$ cat config.mk
export PLATFORM = sky130hd
export DESIGN_NAME = mul_hilo
export DESIGN_NICKNAME = d
export VERILOG_FILES = /design/src/rtl/mul_hilo.sv
export SDC_FILE = /design/constraint.sdc
export NUM_CORES = 1
export LEC_CHECK = 0
export CAP_MARGIN = 30
export CORE_ASPECT_RATIO = 1.4
export CORE_MARGIN = 2
export CORE_UTILIZATION = 35
export DETAILED_ROUTE_END_ITERATION = 16
export SYNTH_ARGS = -nofsm -noshare
export SYNTH_HDL_FRONTEND = slang
export SYNTH_SLANG_ARGS = --single-unit
export TNS_END_PERCENT = 20
$ cat constraint.sdc
create_clock -name clk -period 8.06 [get_ports clk]
set_input_delay 0.806 -clock clk [delete_from_list [all_inputs] [get_ports clk]]
set_output_delay 0.806 -clock clk [all_outputs]
set_load 0.01 [all_outputs]
$ cat src/rtl/mul_hilo.sv
// Sequential 32x32 unsigned multiplier with HI/LO result registers.
// Plain multiply takes 32 shift-add cycles; multiply-accumulate adds one more cycle.
module mul_hilo (
  input  logic        clk,
  input  logic        rst,
  input  logic        start,
  input  logic        mad,
  input  logic [31:0] a,
  input  logic [31:0] b,
  input  logic [1:0]  sel,
  output logic [31:0] dout,
  output logic        busy,
  output logic        done,
  output logic [31:0] hi,
  output logic [31:0] lo
);

  typedef enum logic [1:0] {StIdle, StRun, StAcc, StDone} state_e;

  state_e      state_q;
  logic [63:0] mcand_q;
  logic [63:0] prod_q;
  logic [31:0] mplier_q;
  logic [4:0]  cnt_q;
  logic        mad_q;
  logic [63:0] prod_d;

  // Partial product for the multiplier bit currently at position 0.
  always_comb begin
    prod_d = prod_q + (mplier_q[0] ? mcand_q : 64'd0);
  end

  always_ff @(posedge clk or negedge rst) begin
    if (!rst) begin
      state_q  <= StIdle;
      mcand_q  <= 64'd0;
      prod_q   <= 64'd0;
      mplier_q <= 32'd0;
      cnt_q    <= 5'd0;
      mad_q    <= 1'b0;
      hi       <= 32'd0;
      lo       <= 32'd0;
      busy     <= 1'b0;
      done     <= 1'b0;
    end else begin
      case (state_q)
        StIdle: begin
          done <= 1'b0;
          if (start) begin
            mcand_q  <= {32'd0, a};
            mplier_q <= b;
            mad_q    <= mad;
            prod_q   <= 64'd0;
            cnt_q    <= 5'd0;
            busy     <= 1'b1;
            state_q  <= StRun;
          end
        end
        StRun: begin
          prod_q   <= prod_d;
          mcand_q  <= mcand_q << 1;
          mplier_q <= mplier_q >> 1;
          cnt_q    <= cnt_q + 5'd1;
          if (cnt_q == 5'd31) begin
            if (mad_q) begin
              state_q <= StAcc;
            end else begin
              {hi, lo} <= prod_d;
              busy     <= 1'b0;
              done     <= 1'b1;
              state_q  <= StDone;
            end
          end
        end
        StAcc: begin
          // Carry out of bit 63 is dropped.
          {hi, lo} <= {hi, lo} + prod_q;
          busy     <= 1'b0;
          done     <= 1'b1;
          state_q  <= StDone;
        end
        StDone: begin
          done    <= 1'b0;
          state_q <= StIdle;
        end
        default: begin
          state_q <= StIdle;
        end
      endcase
    end
  end

  always_comb begin
    dout = 32'd0;
    case (sel)
      2'b01:   dout = hi;
      2'b10:   dout = lo;
      default: dout = 32'd0;
    endcase
  end

endmodule

==> results.toml, run 1 <==
[synthesis]
synth_area_leaders = "dfrtp_1 32%, ha_1 9.0%, o21ai_0 5.6%"
synth_top_cell_area_share_pct = 31.51
netlist_area_um2 = 18580
synth_area_per_cell_um2 = 8.458
syn_inst = 2197
yosysWarnings = 0
synth_nets = 2403
async_flop_share_pct = 100.0
ys.flop_type = "dfrtp_1"
ys_ff_latch = 234
ys_types = 91
synth_seq_area_share_pct = 31.51
synth_edf_count = 0
synth_area_leader_cell = "dfrtp_1"

[die]
dieArea_um2 = 54980
io_pins = 168
core_area_um2 = 52270
initial_core_util_pct = 35.55
die_h_um = 276.6
die_w_um = 198.7
rows = 99

[grt]
antenna_found_initial = 0
grt_max_degree = 114
grt_pass1_vias = 17390
overflow = 0
track_usage_pct = 24.52
grt_pass1_wl_um = 104700

[route]
drc = 0
wl_per_cell_um = 22.91
wirelength_um = 68460
viasPerCell = 5.903
drtIter0Drc = 1335
first_pass_iters = 6
antenna_violating_nets_post_route = 0
vias = 17640

[clocking]
clk_pin_slew_ns = 0.07
postCtsHoldBufs = 0
cts_made_buffers = 28
cts_tree = "yes"
htree_levels = 1
clockBufferDepth = 3
post_cts_buffers = 0
cts-root-buf = "clkbuf_16"
cts_resized = 0
clkSinkCount = 234
clock_latency_ns = 0.57

[run]
drv_cap = 0

[critical_path]
timing.critical_path.buf_inv = 2
critPathTopFamily = "compound AO/OA/AOI/OAI gates"
critical_path.max_fanout = 43
path_class = "flop to flop"
r2r_cells = 15
path_cells = "buf_4 -> and2_1 -> ha_1 -> inv_1 -> fa_1 -> nor2b_2 -> o31a_1 -> o21a_2 -> a22o_4 -> o21ai_2 -> a21bo_2 -> o21ai_1 -> a211oi_2 -> xnor2_1 -> a22o_1"
cpPeakStageDelay_ns = 0.73
crit_path_end_kind = "flop"
r2r_start = "mplier_q[0]"
endpoint = "prod_q[56]"
crit_cells = 15
arrival_ns = 4.90
required_ns = 8.52
crit_path_top_delay_cell = "dfrtp_1"
worst_setup_path_start_kind = "flop"
r2r_slack_ns = 3.62
r2r-end = "prod_q[56]"
cp-startpoint = "mplier_q[0]"

[finish]
stdcell_count = 2988
syn2layout_area_growth_pct = 17.39
drive_gt1_share_pct = 5.524
num_antenna_cells = 0
fin_area_um2 = 21810
nets = 2466

[timing]
fin_worst_skew_ns = 0.01206
final.setup.tns_ns = 0
worst_pin_slew_ns = 0.9835
fin_crit_sh_pct = 55.12
slew_headroom_pct = 34.44
fmax_mhz = 225.1
hold_slack_ns = 0.2929
hold_viol_final = 0
grt_setup_unrepaired = "false"
drv_slew = 0
finalSetupViolCount = 0
fin_crit_ns = 4.443

[placed_design]
gp_congestion = 0.9724
place_area_um2 = 20780
dp_hpwl_um = 52540
place_inst = 2935
io_buffers = 167

[outcome]
outcome = "complete, no violations"

[power]
p_per_area_nw_per_um2 = 328.0
p_leak_uw = 0.009440
peakVddDrop_mv = 0.1895

[hold_path]
min_path_type = "input pin to asynchronous set/reset pin"
==> layout by cell type, fill, tap and decap left out, types with 18 or more instances in the layout <==
| master | synthesis | final |
|---|---|---|
| nand3_1 | 21 | 21 |
| inv_1 | 41 | 41 |
| a22oi_1 | 69 | 69 |
| o21ai_0 | 209 | 209 |
| o21a_1 | 19 | 18 |
| a22o_1 | 87 | 87 |
| nor2_1 | 133 | 132 |
| nor3_1 | 21 | 21 |
| ha_1 | 134 | 131 |
| and2_1 | 66 | 66 |
| nor2b_1 | 42 | 41 |
| a31oi_1 | 49 | 49 |
| nand4_1 | 48 | 48 |
| xnor2_1 | 77 | 77 |
| a21oi_1 | 176 | 176 |
| xor2_1 | 37 | 37 |
| o21bai_1 | 24 | 24 |
| mux2i_1 | 70 | 70 |
| clkdlybuf4s50_1 | 0 | 166 |
| nand2_1 | 220 | 220 |
| clkbuf_16 | 0 | 29 |
| a21o_1 | 62 | 62 |
| dfrtp_1 | 234 | 234 |
==> per-layer routing <==
layer,vias to the layer above,wire (um),global-route usage [%],part of all wire (%)
met5,-,0,0,0
met4,0,2977,10.28,4.3
met3,153,4373,3.057,6.4
met2,697,31960,40.52,47
met1,8539,29140,32.13,43
li1,8249,-,-,-
==> sequential cells by signal (all words and copies together), names as in the netlist <==
name and flops:
busy 1, cnt_q 5, done 1, hi 32
lo 32, mad_q 1, mcand_q 64, mplier_q 32
prod_q 64, state_q 2
==> worst register-to-register path, cell delays in order (launching register included) <==
cell      delay (ns)
dfrtp_1         0.73
buf_4           0.51
and2_1          0.25
ha_1            0.19
inv_1           0.07
fa_1            0.42
nor2b_2         0.15
o31a_1          0.18
o21a_2          0.23
a22o_4          0.16
o21ai_2         0.08
a21bo_2         0.27
o21ai_1         0.54
a211oi_2        0.17
xnor2_1         0.18
a22o_1          0.22
==> cell type report <==
class	count	area [um2]
multi-input cells	1769	12040
inverters	42	157.7
well taps	707	884.6
repair buffers	185	1899
clock inverters	11	118.9
fillers	5247	30460
clock buffers	40	857.1
flip-flops and latches	234	5856
==> how the worst min path moves through the flow <==
stage | endpoint | slack (ns)
after floorplan | mplier_q[10] | 0.45
after global placement | mplier_q[25] | 0.46
after detailed placement | mplier_q[25] | 0.47
after CTS | mcand_q[6] | 0.36
after global routing | mcand_q[6] | 0.37
final | mcand_q[6] | 0.29
==> stage by stage <==
stage          utilization [%]  power [uW]  setup WS (ns)
2_1_floorplan                -        4403          4.783
4_1_cts                  41.63        7151          3.588
5_1_grt                  41.73        7638          3.284
3_5_place_dp             39.76        5782          3.597
6_report                 41.73        7156          3.617
3_3_place_gp             39.63        5700          3.685
==> cells in the mapped netlist, drive strengths merged, types with 6 or more instances <==
master,count
a211oi,16
a21o,63
a21oi,179
a22o,88
a22oi,70
a31oi,53
a41oi,6
and2,66
and3,10
buf,30
clkbuf,122
dfrtp,234
ha,134
inv,42
mux2i,70
nand2,223
nand2b,10
nand3,22
nand4,48
nor2,134
nor2b,43
nor3,22
nor4,12
o211ai,16
o21a,20
o21ai,227
o21bai,25
o221ai,6
o31ai,12
or3,6
xnor2,77
xor2,37
==> cell families after synthesis <==
group | after synthesis | share of synthesized area, %
mux | 74 | 4.013
flops | 234 | 31.51
xor+xnor | 114 | 5.373
buf+inv | 194 | 3.993
simple gates | 620 | 16.46
compound gates | 825 | 29.42
fa+ha+maj | 136 | 9.238
==> power by group <==
part           leakage (uW)  total [uW]  internal, uW  switching (uW)
clock network      0.000473        1350           800             545
registers           0.00310        2100          1550             543
logic               0.00587        3710          1420            2300
total               0.00944        7160          3770            3380
Note: power is estimated with default switching activity, not from simulation.
==> inputs of run 2 (changes only) <==
==> constraint.sdc (replaced) <==
create_clock -name clk -period 3.8 [get_ports clk]
set_input_delay 0.38 -clock clk [delete_from_list [all_inputs] [get_ports clk]]
set_output_delay 0.38 -clock clk [all_outputs]
set_load 0.01 [all_outputs]
==> run 2 against run 1 <==
Against the previous run:
- first-iteration DRC count is 8.7% higher
- utilization up 1.1 points
- hold slack better by 0.15 ns
- via count grew 1.1%
- cell area grew 2.6%
- combinational power increased by 130%
- register-to-register slack got worse by 3.5 ns
- sequential share of layout area fell by 0.69 points
- clock-buffer cell count decreased by 1
- setup slack lost 3.5 ns
- total power up 120%
- highest routed layer is now met5
==> results.toml, run 2 (synthesis results as in run 1) <==
[die]
rows = 99
initial_core_util_pct = 35.55
die_h_um = 276.6
core_area_um2 = 52270
io_pins = 168
dieArea_um2 = 54980
die_w_um = 198.7

[timing]
grt_setup_unrepaired = "true"
slew_headroom_pct = 41.67
fin_worst_skew_ns = 0.01870
fin_crit_ns = 3.640
hold_viol_final = 0
fmax_mhz = 274.7
fin_crit_sh_pct = 95.79
finalSetupViolCount = 0
worst_pin_slew_ns = 0.8749
setup_slack_ns = 0.1600
drv_slew = 0

[grt]
grt_pass1_vias = 17340
grtUsageMet3_pct = 2.984
grt_pass1_wl_um = 104800
antenna_found_initial = 1
grt_max_degree = 102
overflow = 0
use_met1_pct = 32.76
grtUsageMet2_pct = 41.24
grt_busiest_layer = "met2"
track_usage_pct = 24.65

[finish]
multi_input_area_um2 = 12090
drive_gt1_share_pct = 8.464
fill_cells = 5342
final_cell_mix = "234 x dfrtp_1, 220 x nand2_1, 209 x o21ai_0"
nets = 2539
syn2layout_area_growth_pct = 20.48
final_common_cell = "dfrtp_1"
regArea_um2 = 5856
reg.largest.list = "mcand_q (64), prod_q (64)"

[hold_path]
hold_start = "b[15]"
hold_end = "mplier_q[15]"
min_path_type = "input pin to flop"
min_path_cells = 3

[critical_path]
cp-startpoint = "lo[0]"
required_ns = 4.21
arrival_ns = 4.05
path_class = "flop to flop"
r2r_slack_ns = 0.16
r2r-end = "hi[20]"
crit_path_end_kind = "flop"
r2r_start = "lo[0]"
r2r_cells = 13
worst_setup_path_start_kind = "flop"
critical_path.max_fanout = 4

[power]
p_seq_share_pct = 27.5
internal-power_uw = 8234
power.total_uw = 15470
p_sw_uw = 7240
switching_share_pct = 46.79
p_leak_uw = 0.009789
p_per_area_nw_per_um2 = 691.2
p_comb_share_pct = 54.6
peakVddDrop_mv = 0.6112
clkPwrFrac_pct = 17.9

[clocking]
clkSinkCount = 234
clk_pin_slew_ns = 0.06
clockBufferDepth = 3
cts_tree = "yes"
clock_latency_ns = 0.57
htree_levels = 1
post_cts_buffers = 0
cts_made_buffers = 27
cts-root-buf = "clkbuf_16"

[placed_design]
dp_hpwl_um = 54060
io_buffers = 167
pre_cts_ws_ns = 0.04406
gp_congestion = 0.9544

[run]
drv_cap = 0

[route]
vias = 17830
drc = 0
wirelength_um = 69050
viasPerCell = 5.827
drtIter0Drc = 1451
first_pass_iters = 5
wl_per_cell_um = 22.57
antenna_violating_nets_post_route = 0

[outcome]
outcome = "complete, no violations"
[run 2: cell type report]
cell class              instances  share of cell area, %
well taps                     707                  3.951
clock buffers                  39                  3.577
inverters                      42                 0.7042
multi-input cells            1769                  53.98
repair buffers                259                  11.07
diodes                          1                0.01118
flip-flops and latches        234                  26.16
clock inverters                 8                 0.5533
[run 2: timing repair]
item	CTS	global route
resized for setup	1	6
hold buffers	1	0
endpoints found under the hold margin	99	0
endpoints found under the setup margin	1	18
pin swaps	0	2
[run 2: worst max-delay path by stage]
stage               cells after the start  slack, ns         end
global placement                       15       0.13      hi[23]
floorplan                              14       0.52      hi[28]
global route                           15      -0.02      hi[11]
CTS                                    15       0.07  prod_q[52]
finish                                 13       0.16      hi[20]
detailed placement                     15       0.04      hi[23]
[run 2: critical path, stage by stage, from the launching register on]
cell and delay (ns):
dfrtp_1 0.51, ha_1 0.27, fa_1 0.25, a21oi_1 0.10, o211a_1 0.27, nor4b_2 0.35
nor4_1 0.12, nor3_2 0.39, a31oi_1 0.16, buf_4 0.18, o21ai_1 0.41, xor2_1 0.12
o22ai_1 0.27, a21oi_1 0.07
[run 2: power groups by stage]
| stage | Sequential [uW] | Combinational [uW] | Clock [uW] |
|---|---|---|---|
| 6_report | 4260 | 8450 | 2760 |
| 5_1_grt | 4350 | 9250 | 2930 |
| 4_1_cts | 4250 | 8410 | 2850 |
| 3_5_place_dp | 4290 | 8370 | 0 |
| 3_3_place_gp | 4270 | 8260 | 0 |
| 2_1_floorplan | 3940 | 5390 | 0 |
[run 2: routing by layer]
layer	vias to the layer above	part of all wire, %
li1	8384	-
met1	8697	43
met2	609	47
met3	133	6.1
met4	2	3.7
met5	-	0.019
[run 2: per-stage QoR]
step	util (%)	setup TNS, ns	cell area, um2	hold slack, ns	instances
after floorplan	-	0	18580	0.08441	2197
after global placement	40.90	0	21380	0.4621	3009
after detailed placement	40.90	0	21380	0.4698	3009
after CTS	42.70	0	22320	0.4205	3057
after global routing	42.82	-0.05528	22390	0.4553	3058
final	42.83	0	22390	0.4413	3059
